`src/rtl/instruction_fetch_stage_if.sv`:
```
// Instruction-memory fetch bus: single-outstanding request with req/ready
// acceptance and a separate rvalid/rdata response.
interface instruction_fetch_stage_if;
   logic        imem_req;
   logic [63:0] imem_addr;
   logic        imem_ready;
   logic        imem_rvalid;
   logic [31:0] imem_rdata;

   modport master (
      output imem_req,
      output imem_addr,
      input  imem_ready,
      input  imem_rvalid,
      input  imem_rdata
   );

   modport slave (
      input  imem_req,
      input  imem_addr,
      output imem_ready,
      output imem_rvalid,
      output imem_rdata
   );
endinterface

```
`src/rtl/instruction_fetch_stage.sv`:
```
// Fetch stage: owns the PC, keeps one instruction-memory request in flight and
// fills the IF/ID register, with a one-entry skid for responses that land during a stall.
module instruction_fetch_stage #(
   parameter logic [63:0] RESET_PC = 64'h0,
   parameter int unsigned PC_STEP  = 4
) (
   input  logic                             clk,
   input  logic                             rst,
   instruction_fetch_stage_if.master        imem,
   input  logic                             stall_in,
   input  logic                             branch_taken,
   input  logic [63:0]                      branch_target,
   output logic [63:0]                      if_id_pc,
   output logic [31:0]                      if_id_instruction,
   output logic                             if_id_valid,
   output logic                             fetch_busy
);

   typedef enum logic [1:0] {
      S_REQ,
      S_WAIT,
      S_HOLD
   } state_e;

   localparam logic [63:0] STEP = 64'(PC_STEP);

   state_e      state_q, state_d;
   logic [63:0] pc_q, pc_d;
   logic [63:0] req_pc_q, req_pc_d;
   logic        discard_q, discard_d;
   logic [63:0] skid_pc_q, skid_pc_d;
   logic [31:0] skid_instr_q, skid_instr_d;
   logic [63:0] if_id_pc_q, if_id_pc_d;
   logic [31:0] if_id_instr_q, if_id_instr_d;
   logic        if_id_valid_q, if_id_valid_d;
   logic        handshake;

   assign imem.imem_req   = (state_q == S_REQ) && !rst;
   assign imem.imem_addr  = pc_q;
   assign handshake       = imem.imem_req && imem.imem_ready;

   assign fetch_busy        = (state_q == S_WAIT);
   assign if_id_pc          = if_id_pc_q;
   assign if_id_instruction = if_id_instr_q;
   assign if_id_valid       = if_id_valid_q;

   always_comb begin
      // NOTE: every next-state signal gets its hold value first so no path can infer a latch.
      state_d       = state_q;
      pc_d          = pc_q;
      req_pc_d      = req_pc_q;
      discard_d     = discard_q;
      skid_pc_d     = skid_pc_q;
      skid_instr_d  = skid_instr_q;
      if_id_pc_d    = if_id_pc_q;
      if_id_instr_d = if_id_instr_q;
      if_id_valid_d = stall_in ? if_id_valid_q : 1'b0;

      unique case (state_q)
         S_REQ: begin
            if (handshake) begin
               req_pc_d = pc_q;
               state_d  = S_WAIT;
            end
         end
         S_WAIT: begin
            if (imem.imem_rvalid) begin
               if (discard_q) begin
                  discard_d = 1'b0;
                  state_d   = S_REQ;
               end else if (!stall_in) begin
                  if_id_pc_d    = req_pc_q;
                  if_id_instr_d = imem.imem_rdata;
                  if_id_valid_d = 1'b1;
                  pc_d          = req_pc_q + STEP;
                  state_d       = S_REQ;
               end else begin
                  skid_pc_d    = req_pc_q;
                  skid_instr_d = imem.imem_rdata;
                  state_d      = S_HOLD;
               end
            end
         end
         S_HOLD: begin
            if (!stall_in) begin
               if_id_pc_d    = skid_pc_q;
               if_id_instr_d = skid_instr_q;
               if_id_valid_d = 1'b1;
               pc_d          = skid_pc_q + STEP;
               state_d       = S_REQ;
            end
         end
         default: state_d = S_REQ;
      endcase

      // A redirect overrides stall and any delivery; a request already accepted
      // for the old PC must still be drained, so it is marked for discard.
      if (branch_taken) begin
         pc_d          = branch_target & ~64'h3;
         if_id_pc_d    = if_id_pc_q;
         if_id_instr_d = '0;
         if_id_valid_d = 1'b0;
         unique case (state_q)
            S_REQ:  discard_d = handshake;
            S_WAIT: begin
               discard_d = !imem.imem_rvalid;
               state_d   = imem.imem_rvalid ? S_REQ : S_WAIT;
            end
            S_HOLD: state_d = S_REQ;
            default: ;
         endcase
      end
   end

   always_ff @(posedge clk) begin
      // NOTE: reset is sampled on the clock edge only; every register here is small enough to clear.
      if (rst) begin
         state_q       <= S_REQ;
         pc_q          <= RESET_PC;
         req_pc_q      <= '0;
         discard_q     <= 1'b0;
         skid_pc_q     <= '0;
         skid_instr_q  <= '0;
         if_id_pc_q    <= '0;
         if_id_instr_q <= '0;
         if_id_valid_q <= 1'b0;
      end else begin
         state_q       <= state_d;
         pc_q          <= pc_d;
         req_pc_q      <= req_pc_d;
         discard_q     <= discard_d;
         skid_pc_q     <= skid_pc_d;
         skid_instr_q  <= skid_instr_d;
         if_id_pc_q    <= if_id_pc_d;
         if_id_instr_q <= if_id_instr_d;
         if_id_valid_q <= if_id_valid_d;
      end
   end

endmodule
```
`src/flat_wrapper.sv`:
```
// flat-port wrapper written by rule: the top's interface ports become plain ports
module instruction_fetch_stage_flat 
#(
   parameter logic [63:0] RESET_PC = 64'h0,
   parameter int unsigned PC_STEP  = 4
)
  (clk, rst, stall_in, branch_taken, branch_target, if_id_pc, if_id_instruction, if_id_valid, fetch_busy, imem_imem_req, imem_imem_addr, imem_imem_ready, imem_imem_rvalid, imem_imem_rdata);
  instruction_fetch_stage_if imem_i ();
  input  logic clk;
  input  logic rst;
  input  logic stall_in;
  input  logic branch_taken;
  input  logic [63:0] branch_target;
  output logic [63:0] if_id_pc;
  output logic [31:0] if_id_instruction;
  output logic if_id_valid;
  output logic fetch_busy;
  output wire logic [$bits(imem_i.imem_req)-1:0] imem_imem_req;
  output wire logic [$bits(imem_i.imem_addr)-1:0] imem_imem_addr;
  input wire logic [$bits(imem_i.imem_ready)-1:0] imem_imem_ready;
  input wire logic [$bits(imem_i.imem_rvalid)-1:0] imem_imem_rvalid;
  input wire logic [$bits(imem_i.imem_rdata)-1:0] imem_imem_rdata;
  assign imem_imem_req = imem_i.imem_req;
  assign imem_imem_addr = imem_i.imem_addr;
  assign imem_i.imem_ready = imem_imem_ready;
  assign imem_i.imem_rvalid = imem_imem_rvalid;
  assign imem_i.imem_rdata = imem_imem_rdata;
  instruction_fetch_stage #(.RESET_PC(RESET_PC), .PC_STEP(PC_STEP)) u_core (.clk(clk), .rst(rst), .imem(imem_i), .stall_in(stall_in), .branch_taken(branch_taken), .branch_target(branch_target), .if_id_pc(if_id_pc), .if_id_instruction(if_id_instruction), .if_id_valid(if_id_valid), .fetch_busy(fetch_busy));
endmodule
```
`config.mk`:
```
export PLATFORM = sky130hd
export DESIGN_NAME = instruction_fetch_stage_flat
export DESIGN_NICKNAME = d
export VERILOG_FILES = /design/src/rtl/instruction_fetch_stage_if.sv /design/src/rtl/instruction_fetch_stage.sv /design/src/flat_wrapper.sv
export SDC_FILE = /design/constraint.sdc
export NUM_CORES = 1
export LEC_CHECK = 0
export CORE_ASPECT_RATIO = 2
export CORE_UTILIZATION = 41
export DETAILED_ROUTE_END_ITERATION = 7
export PLACE_DENSITY = 0.66
export SLEW_MARGIN = 20
export SYNTH_ARGS = -nofsm -noshare
export SYNTH_HDL_FRONTEND = slang
export SYNTH_SLANG_ARGS = --single-unit
export TNS_END_PERCENT = 5
```
`constraint.sdc`:
```
create_clock -name clk -period 4.55 [get_ports clk]
set_input_delay 0.91 -clock clk [delete_from_list [all_inputs] [get_ports clk]]
set_output_delay 0.91 -clock clk [all_outputs]
set_load 0.01 [all_outputs]
```
Word-level counts from Yosys, hierarchy flattened
Cells that the tools add are included.

storage, ports and cells
  bits of input ports = 102
  output and inout port bits = 163
  logic and storage cells = 71
  register bits after elaboration = 324

operators by class
  bitwise operators = 2
  equal/unequal tests = 10
  mux-type cells = 34
  reduce and logical (&&, ||, !) cells = 13
  add/sub/neg operators = 2

operator list
  cell                                                             count
  64-bit 2-to-1 mux                                                9
  64-bit one-hot mux with 2 select lines                           2
  64-bit by 3-bit adder with 64-bit output, second input constant  2
  32-bit 2-to-1 mux                                                4
  32-bit one-hot mux with 2 select lines                           1
  2-bit 2-to-1 mux                                                 6
  5-bit AND reduction                                              2
  3-bit != test, second input constant                             3
  1-bit 2-to-1 mux                                                 8
  2-bit != test, second input constant                             3
  2-bit one-hot mux with 3 select lines                            1
  6-bit AND reduction                                              1
  1-bit one-hot mux with 2 select lines                            2
  2-bit one-hot mux with 2 select lines                            1
  4-bit AND reduction                                              1
  3-bit by 2-bit != test with 1-bit output, second input constant  1
  3-bit nonzero test                                               1
  2-bit by 1-bit == test with 1-bit output, second input constant  1
  2-bit == test, second input constant                             1
  1-bit logical AND                                                2
  1-bit logical NOT                                                2
  2-bit logical NOT                                                1
  2-bit by 1-bit != test with 1-bit output, second input constant  1
  1-bit NOT                                                        2
  other kinds (3)                                                  3

Longest topological paths before layout
Gate-level depths: netlist (run 1).

  depth after elaboration = 7
  gate-level depth with buffers = 18
  depth with buffers taken out = 11

Worst setup path after synthesis (run 1)
Ideal clock, no wire load.

  kind = register to register
  start = reg u_core.state_q[0]
  end = reg u_core.pc_q[28], in the netlist u_core.imem.imem_addr[28]
  arrival = 3,468 ps
  data required time = 4,435 ps
  setup time = 115 ps
  cell stages (with the launch flop) = 19
  path buffers = 7
  period minus slack after synthesis = 3,583 ps
  slack = 967 ps
  cells stage by stage = dfxtp_1 -> inv_1 -> ha_1 -> buf_6 -> buf_4 -> buf_2 -> buf_2 -> buf_2 -> buf_2 -> mux2i_1 -> inv_1 -> ha_1 -> inv_1 -> a211oi_1 -> nand4_2 -> buf_4 -> nor3_1 -> xor2_1 -> a2111oi_0

on the way
  word-level cells in the longest chain between the ends = 3
  elaborated cells on any way between the ends = 10
  classes of those cells = 6 x eq/ne; 2 x mux; 2 x reduce/logical

RTL lines
  item                                                                       RTL line                        source
  start: declaration                                                         instruction_fetch_stage.sv:27   state_e state_q, state_d;
  start signal: assignment                                                   instruction_fetch_stage.sv:128  state_q <= state_d;
  2-bit by 1-bit == test with 1-bit output or 2-bit == test (tied branches)  instruction_fetch_stage.sv:59   unique case (state_q)
  3-bit != test (no line) (tied with other cells)                            --
  5-bit AND reduction (no line) or 64-bit 2-to-1 mux (tied branches)         --
  end signal: assignment                                                     instruction_fetch_stage.sv:129  pc_q <= pc_d;
  end: declaration                                                           instruction_fetch_stage.sv:28   logic [63:0] pc_q, pc_d;

Parallel ways exist; a longest one is shown, timed or not.
A chain may end at the register's enable or synchronous reset.

Final worst setup path (run 1)
  start = reg u_core.state_q[0]
  end = reg u_core.pc_q[53], in the netlist u_core.imem.imem_addr[53]

Same word-level chain as after synthesis.

==> impl_metrics.toml, run 1 <==
[clocking]
cts_tree = "built"
cts_resized = 0
cts_max_level = 1
cts_buffers = 30
clock_latency_ns = 0.58
cts_root_buf = "clkbuf_16"
clockBufferDepth = 3
postCtsHoldBufs = 0
cts_setup_buffers = 0
cts_sinks = 324
path_clk_slew_ns = 0.07

[sta]
worst_slack_ns = 0.648
finalCritPeriodShare_pct = 85.8
drv_slew = 0
max_freq_mhz = 256
relSlewSlack_pct = 30.3
final.setup.tns_ns = 0
worst_pin_slew_ns = 1.05
finalHoldViolCount = 0
setup_viol = 0
rsz0062_at_grt = "false"
fin_skew_ns = 0.0126
min_period_ns = 3.90

[placed_design]
dp_slack_ns = 0.769
io_buffer_count = 262
routabilityCongestion = 0.955
placedCellCount = 2457
hpwlAfterDp_mm = 35.4

[logic_synthesis]
yosysTopAreaCellShare_pct = 43.2
synth_edf_count = 0
synth_cell_types = 66
synthArstFlopShare_pct = 0
netlist_instances = 1850
synth_warnings = 0
syn_area_mm2 = 0.0150
seq_area_frac_synth_pct = 43.2
ys_ff_latch = 324
synth_top_cell_by_area = "dfxtp_1"
synth_nets = 1957
avgSynthCellArea_um2 = 8.11
ys.flop_type = "dfxtp_1"
synthTopCellsByArea = "dfxtp_1, nand2_1, mux2i_1"

[route]
via_count = 14400
routed_wl_mm = 51.4
viasPerCell = 5.72
route.detailed.drc = 0
firstDrtPassIters = 6
ant_nets = 0
drt_iter0_drc = 978
wl_per_cell_um = 20.5

[cells_and_area]
antenna_cells_inserted = 0
fillers = 3415
area_growth_pct = 27.0
stdcell_count = 2512
nNetsFinal = 2146
utilization_pct = 53.0
drive_gt1_share_pct = 6.35

[critical_path]
cp_slowest_stage_delay_ns = 0.63
cp-end-kind = "flop"
critPathMaxFanout = 49
crit_required_ns = 4.98
critPathSlowestCell = "a22oi_1"
ff2ff_path_depth = 9
crit_arrival_ns = 4.33
startpoint_type = "flop"
worst-setup-path-type = "flop to flop"
path_cells = "inv_1 > ha_4 > buf_4 > nand3_1 > a22oi_1 > nand3_2 > nor4_1 > xor2_1 > a2111oi_0"

[run_status]
status = "finished clean"

[power_and_ir_drop]
powerDensity_mw_per_mm2 = 362
ir_worst_vdd_v = 0.000276
cellLeakagePower_nw = 6.14
finalPower_w = 0.00690

[worst_hold_path]
worstHoldPathCells = 2
hold_class = "flop to flop"

[global_routing]
grt_max_degree = 91
grt_first_pass_wirelength_mm = 77.2
antenna_found_initial = 0
grt-ovfl-total = 0
grtUsageTotal_pct = 26.9
grt_pass1_vias = 13800

[die]
die-area_mm2 = 0.0374
die_y_um = 273
initial_utilization_pct = 41.8
num_io_pins = 265
core_region_area_mm2 = 0.0359
dieWidth_um = 137
rows = 98

[run]
cap_violations = 0
## worst paths after layout
| check | from | endpoint | slack, ns |
|---|---|---|---|
| worst max-delay path | u_core.state_q[0]$_SDFF_PP0_ | u_core.imem.imem_addr[53]$_SDFFE_PP0P_ | 0.65 |
| worst min-delay path | u_core.skid_instr_q[25]$_SDFFE_PP0P_ | u_core.skid_instr_q[25]$_SDFFE_PP0P_ | 0.45 |
| worst max register to register | u_core.state_q[0]$_SDFF_PP0_ | u_core.imem.imem_addr[53]$_SDFFE_PP0P_ | 0.65 |
| worst min register to register | u_core.skid_instr_q[25]$_SDFFE_PP0P_ | u_core.skid_instr_q[25]$_SDFFE_PP0P_ | 0.45 |
## logic make-up after synthesis
kind of cell | share of synthesized area [%]
fa+ha+maj | 0.417
simple gates | 23.7
buf+inv | 4.44
flops | 43.2
mux | 7.28
compound gates | 18.4
xor+xnor | 2.57
## critical path: cells and delay by family, from the launching register on
family                   cells  cell delay [ns]
AO/OA/AOI/OAI                2             1.15
XOR/XNOR                     1             0.12
adder cells (fa/ha/maj)      1             0.60
buffers and inverters        2             0.61
flip-flops                   1             0.35
AND/OR/NAND/NOR              3             0.88
## layout make-up
class                   instances  area (um2)  share of cell area, %
clock buffers                  39         876                   4.60
clock inverters                16         268                   1.41
inverters                      13        48.8                  0.256
multi-input cells            1367        7870                   41.3
flip-flops and latches        324        6490                   34.0
well taps                     450         563                   2.96
repair buffers                303        2940                   15.4
## report_power, final
part           internal, W  leakage [nW]  switching [W]  total (W)
sequential         0.00297          2.64       0.000117    0.00309
clock              0.00175         0.561        0.00117    0.00292
combinational     0.000405          2.94       0.000479   0.000883
total              0.00513          6.14        0.00177    0.00690
## metal layers
metal / track usage [%] / share of wire (%) / wire (um) / vias up
li1: - / - / - / 6945
met1: 28.4 / 37 / 18900 / 6723
met2: 50.1 / 52 / 26700 / 557
met3: 3.26 / 5.8 / 2960 / 141
met4: 15.0 / 5.5 / 2810 / 0
met5: 0 / 0 / 0 / -
## flip-flops by register name, summed over array words and instances, names as in the netlist
signal and flops:
u_core.if_id_instruction 32, u_core.skid_pc_q 64, u_core.if_id_pc 64, u_core.skid_instr_q 32, u_core.discard_q 1, u_core.state_q 2, u_core.req_pc_q 64, u_core.if_id_valid 1
u_core.imem.imem_addr 64
## per-stage QoR
stage          cell area (um2)  hold WS (ns)
2_1_floorplan            15000         0.436
3_3_place_gp             17900         0.441
3_5_place_dp             17900         0.447
4_1_cts                  19100         0.456
5_1_grt                  19100         0.476
6_report                 19100         0.453
## cells in the mapped netlist, types with 5 or more instances
library cell,count
a2111oi_0,23
a211oi_1,103
a21oi_1,146
a222oi_1,5
a22oi_1,15
a31oi_1,8
and2_1,7
and3_1,16
and4_1,7
buf_1,7
buf_2,19
buf_4,8
clkbuf_1,110
dfxtp_1,324
ha_1,5
inv_1,13
mux2_2,9
mux2i_1,99
nand2_1,381
nand3_1,65
nand3b_1,25
nand4_1,25
nand4b_1,9
nor2_1,162
nor3_1,40
nor4_1,11
o211a_1,7
o21ai_0,92
o22ai_1,5
or3_1,6
xnor2_1,12
xor2_1,32
## cell usage in the layout (no fill, tap or decap), types with 65 or more instances in the layout
master           synthesis  final
nor2_1                 162    162
a21oi_1                146    146
nand2_1                381    381
o21ai_0                 92     92
mux2i_1                 99     99
nand3_1                 65     65
dfxtp_1                324    324
clkdlybuf4s50_1          0    260
a211oi_1               103    103
Note: power is estimated with default switching activity, not from simulation.
==> inputs of run 2 (changes only) <==
--- a/config.mk
+++ b/config.mk
@@ -6,9 +6,9 @@
 export NUM_CORES = 1
 export LEC_CHECK = 0
 export CORE_ASPECT_RATIO = 2
-export CORE_UTILIZATION = 41
+export CORE_UTILIZATION = 53
 export DETAILED_ROUTE_END_ITERATION = 7
-export PLACE_DENSITY = 0.66
+export PLACE_DENSITY = 0.81
 export SLEW_MARGIN = 20
 export SYNTH_ARGS = -nofsm -noshare
 export SYNTH_HDL_FRONTEND = slang
==> impl_metrics.toml, run 2 (same netlist as run 1, synthesis figures left out) <==
[sta]
worst_pin_slew_ns = 0.962
rsz0062_at_grt = "false"
finalHoldViolCount = 0
final.setup.tns_ns = 0
max_freq_mhz = 266
setup_viol = 0
fin_skew_ns = 0.0219
relSlewSlack_pct = 35.9
min_period_ns = 3.76
finalCritPeriodShare_pct = 82.7
drv_slew = 0

[power_and_ir_drop]
cellLeakagePower_nw = 6.13
ir_worst_vdd_v = 0.000388
powerDensity_mw_per_mm2 = 353

[global_routing]
grt_pass1_vias = 14300
grt-ovfl-total = 0
grt_first_pass_wirelength_mm = 76.3
grtUsageTotal_pct = 33.7
grt_max_degree = 149
antenna_found_initial = 0

[die]
num_io_pins = 265
dieWidth_um = 121
die_y_um = 240
initial_utilization_pct = 54.2
rows = 86
die-area_mm2 = 0.0290
core_region_area_mm2 = 0.0277

[critical_path]
crit_arrival_ns = 4.21
path_cells = "inv_1 > ha_4 > buf_4 > nand4_1 > a222oi_1 > buf_4 > o2111ai_1 > nor3_1 > xor2_1 > a2111oi_0"
cp_common_cell = "buf_4"
cp_slowest_stage_delay_ns = 0.48
startpoint_type = "flop"
worst-setup-path-type = "flop to flop"
cp-end-kind = "flop"
crit_required_ns = 4.99
critPathSlowestCell = "ha_4"
critPathMaxFanout = 33

[worst_hold_path]
hold_class = "flop to flop"

[cells_and_area]
fillers = 2227
drive_gt1_share_pct = 6.35
antenna_cells_inserted = 0
final_area_mm2 = 0.0189
area_growth_pct = 26.0
final_common_cell = "nand2_1"
nNetsFinal = 2151
mostFrequentLayoutCells = "nand2_1, dfxtp_1, clkdlybuf4s50_1"

[placed_design]
routabilityCongestion = 0.947
io_buffer_count = 262
hpwlAfterDp_mm = 33.7
placed_area_mm2 = 0.0179

[clocking]
cts_tree = "built"
cts_max_level = 1
cts_setup_buffers = 0
path_clk_slew_ns = 0.07
cts_sinks = 324
cts_buffers = 28
clockBufferDepth = 3
postCtsHoldBufs = 0
cts_resized = 0
cts_root_buf = "clkbuf_16"
clock_latency_ns = 0.58

[route]
viasPerCell = 6.11
ant_nets = 0
via_count = 14800
firstDrtPassIters = 6
route.detailed.drc = 0
drt_iter0_drc = 1207
wl_per_cell_um = 20.5
routed_wl_mm = 49.6

[run_status]
status = "finished clean"

[run]
cap_violations = 0
[run 2: cell count changes in the layout (fill, tap and decap cells not counted), sizes merged]
cell	delta
buf	+7
clkinv	-3
bufinv	-2
clkbuf	+1
clkinvlp	-1
[run 2: through the flow]
stage	cells	util [%]	setup WS [ns]	power (W)	hold slack (ns)
global route	2416	68.3	0.625	0.00687	0.474
finish	2416	68.3	0.787	0.00666	0.454
global placement	2366	64.6	1.01	0.00400	0.441
floorplan	1850	-	0.967	0.00358	0.436
CTS	2416	68.3	0.905	0.00666	0.455
detailed placement	2366	64.6	0.925	0.00402	0.446
[run 2: final timing paths]
| path | startpoint | endpoint | slack [ns] | depth (start not counted) |
|---|---|---|---|---|
| setup / recovery | u_core.state_q[0]$_SDFF_PP0_ | u_core.imem.imem_addr[35]$_SDFFE_PP0P_ | 0.79 | 10 |
| setup reg to reg | u_core.state_q[0]$_SDFF_PP0_ | u_core.imem.imem_addr[35]$_SDFFE_PP0P_ | 0.79 | 10 |
| hold reg to reg | u_core.skid_instr_q[16]$_SDFFE_PP0P_ | u_core.skid_instr_q[16]$_SDFFE_PP0P_ | 0.45 | 2 |
| hold / removal | u_core.skid_instr_q[16]$_SDFFE_PP0P_ | u_core.skid_instr_q[16]$_SDFFE_PP0P_ | 0.45 | 2 |
[run 2: power breakdown]
group	total (W)	switching [W]	internal, W	leakage (nW)
clock	0.00269	0.00111	0.00158	0.506
combinational	0.000884	0.000478	0.000406	2.98
sequential	0.00309	0.000119	0.00297	2.64
total	0.00666	0.00171	0.00496	6.13
[run 2: critical path, delay by kind of cell (launching register included)]
kind	cells	cell delay, ns
AOI/OAI and AO/OA	3	1.19
xor gates and xnor gates	1	0.12
adders and majority gates	1	0.48
buffers and inverters	3	0.80
DFF	1	0.34
and+or+nand+nor	2	0.68
[run 2: routing by layer]
layer | share of wire (%) | global-route usage, % | up-vias
met5 | 0 | 0 | -
met3 | 6.6 | 5.08 | 193
met2 | 51 | 60.2 | 691
li1 | - | - | 6939
met1 | 36 | 36.5 | 6940
met4 | 6.5 | 21.7 | 0
[run 2: layout make-up]
type	instances	area, um2	share of cell area [%]
Inverter	13	48.8	0.258
Tap cell	352	440	2.33
Multi-Input combinational cell	1367	7870	41.7
Clock inverter	10	185	0.980
Sequential cell	324	6490	34.3
Clock buffer	40	847	4.48
Timing Repair Buffer	310	3020	16.0
==> inputs of run 3 (changes only) <==
==> constraint.sdc (replaced) <==
create_clock -name clk -period 3.7 [get_ports clk]
set_input_delay 0.74 -clock clk [delete_from_list [all_inputs] [get_ports clk]]
set_output_delay 0.74 -clock clk [all_outputs]
set_load 0.01 [all_outputs]
==> impl_metrics.toml, run 3 (same netlist as run 1, synthesis figures left out) <==
[clocking]
clockBufferDepth = 3
cts_setup_buffers = 0
clock_latency_ns = 0.58
postCtsHoldBufs = 0
cts_tree = "built"
cts_sinks = 324
path_clk_slew_ns = 0.07
cts_buffers = 29
cts_resized = 0
cts_max_level = 1
cts_root_buf = "clkbuf_16"

[route]
viasPerCell = 6.10
wl_per_cell_um = 20.8
firstDrtPassIters = 5
drt_iter0_drc = 1182
ant_nets = 0
routed_wl_mm = 50.6
route.detailed.drc = 0
via_count = 14900

[die]
die-area_mm2 = 0.0290
die_y_um = 240
rows = 86
dieWidth_um = 121
initial_utilization_pct = 54.2
core_region_area_mm2 = 0.0277
num_io_pins = 265

[placed_design]
io_buffer_count = 262
routabilityCongestion = 0.972
dp_slack_ns = 0.349
hpwlAfterDp_mm = 35.0

[global_routing]
grt_max_degree = 96
grt-ovfl-total = 0
grt_pass1_vias = 14600
antenna_found_initial = 3
grtUsageTotal_pct = 34.1
grt_first_pass_wirelength_mm = 77.3

[critical_path]
path_cells = "inv_1 > ha_4 > buf_12 > mux2i_1 > a211oi_1 > nand3_1 > nor4_2 > xor2_1 > a2111oi_0"
startpoint_type = "flop"
crit_arrival_ns = 3.94
cp-end-kind = "flop"
critPathMaxFanout = 60
critPathSlowestCell = "nor4_2"
cp_slowest_stage_delay_ns = 0.66
worst-setup-path-type = "flop to flop"
crit_required_ns = 4.14

[cells_and_area]
drive_gt1_share_pct = 7.07
fillers = 2236
ff_latch_area_mm2 = 0.00649
area_growth_pct = 27.5
mostFrequentLayoutCells = "nand2_1, dfxtp_1, clkdlybuf4s50_1"
final_common_cell = "nand2_1"
multi_input_area_mm2 = 0.00787
nNetsFinal = 2163

[worst_hold_path]
hold_class = "flop to flop"

[sta]
worst_pin_slew_ns = 1.03
setup_viol = 0
min_period_ns = 3.50
rsz0062_at_grt = "false"
finalHoldViolCount = 0
drv_slew = 0
final.setup.tns_ns = 0
max_freq_mhz = 286
fin_skew_ns = 0.0183
worst_slack_ns = 0.199
relSlewSlack_pct = 31.4
finalCritPeriodShare_pct = 94.6

[power_and_ir_drop]
powerDensity_mw_per_mm2 = 444
ir_worst_vdd_v = 0.000449
cellLeakagePower_nw = 6.22

[run]
cap_violations = 0

[run_status]
status = "finished clean"
## run 3: cell types whose count changed in the layout (fill, tap and decap cells not counted), moves of 3 or more
cell,before,now
buf_4,45,53
clkbuf_8,8,3
bufinv_16,5,9
buf_12,3,6
clkinvlp_4,1,4
diode_2,0,3
## run 3: path summary, 6_finish.rpt
check	endpoint	cells past startpoint	from	slack, ns
worst max-delay path	u_core.imem.imem_addr[47]$_SDFFE_PP0P_	9	u_core.state_q[0]$_SDFF_PP0_	0.20
worst min-delay path	u_core.skid_instr_q[15]$_SDFFE_PP0P_	2	u_core.skid_instr_q[15]$_SDFFE_PP0P_	0.46
worst max register to register	u_core.imem.imem_addr[47]$_SDFFE_PP0P_	9	u_core.state_q[0]$_SDFF_PP0_	0.20
worst min register to register	u_core.skid_instr_q[15]$_SDFFE_PP0P_	2	u_core.skid_instr_q[15]$_SDFFE_PP0P_	0.46
## run 3: cell type report
| cell class | count | share of cell area [%] |
|---|---|---|
| multi-input cells | 1367 | 41.2 |
| flip-flops and latches | 324 | 33.9 |
| repair buffers | 321 | 16.4 |
| clock buffers | 33 | 4.03 |
| well taps | 352 | 2.30 |
| clock inverters | 20 | 1.90 |
| inverters | 13 | 0.255 |
| diodes | 3 | 0.0392 |
## run 3: stage by stage
stage | hold WS [ns] | area [um2] | util, % | total power (W) | std cells
6_report | 0.456 | 19100 | 69.2 | 0.00849 | 2433
5_1_grt | 0.471 | 19100 | 69.2 | 0.00875 | 2432
4_1_cts | 0.458 | 19100 | 69.1 | 0.00850 | 2430
3_5_place_dp | 0.446 | 18000 | 65.0 | 0.00496 | 2377
3_3_place_gp | 0.441 | 18000 | 65.0 | 0.00493 | 2377
2_1_floorplan | 0.436 | 15000 | - | 0.00440 | 1850
## run 3: worst max-delay path: cells and delay by family (launching register included)
kind | cells | cell delay (ns)
xor+xnor | 1 | 0.20
mux | 1 | 0.24
flops | 1 | 0.35
simple gates | 2 | 0.86
buf+inv | 2 | 0.44
compound gates | 2 | 0.85
fa+ha+maj | 1 | 0.37
## run 3: where the power goes
group / switching [W] / internal, W / leakage, nW
Clock: 0.00144 / 0.00215 / 0.540
Combinational: 0.000588 / 0.000505 / 3.04
Sequential: 0.000151 / 0.00365 / 2.64
## run 3: layer usage
layer | GRT usage [%] | vias up | share of wire (%)
met5 | 0 | - | 0.026
met4 | 22.4 | 2 | 6.6
met3 | 5.98 | 185 | 6.8
met2 | 61.7 | 637 | 52
met1 | 35.6 | 7074 | 35
li1 | - | 6955 | -
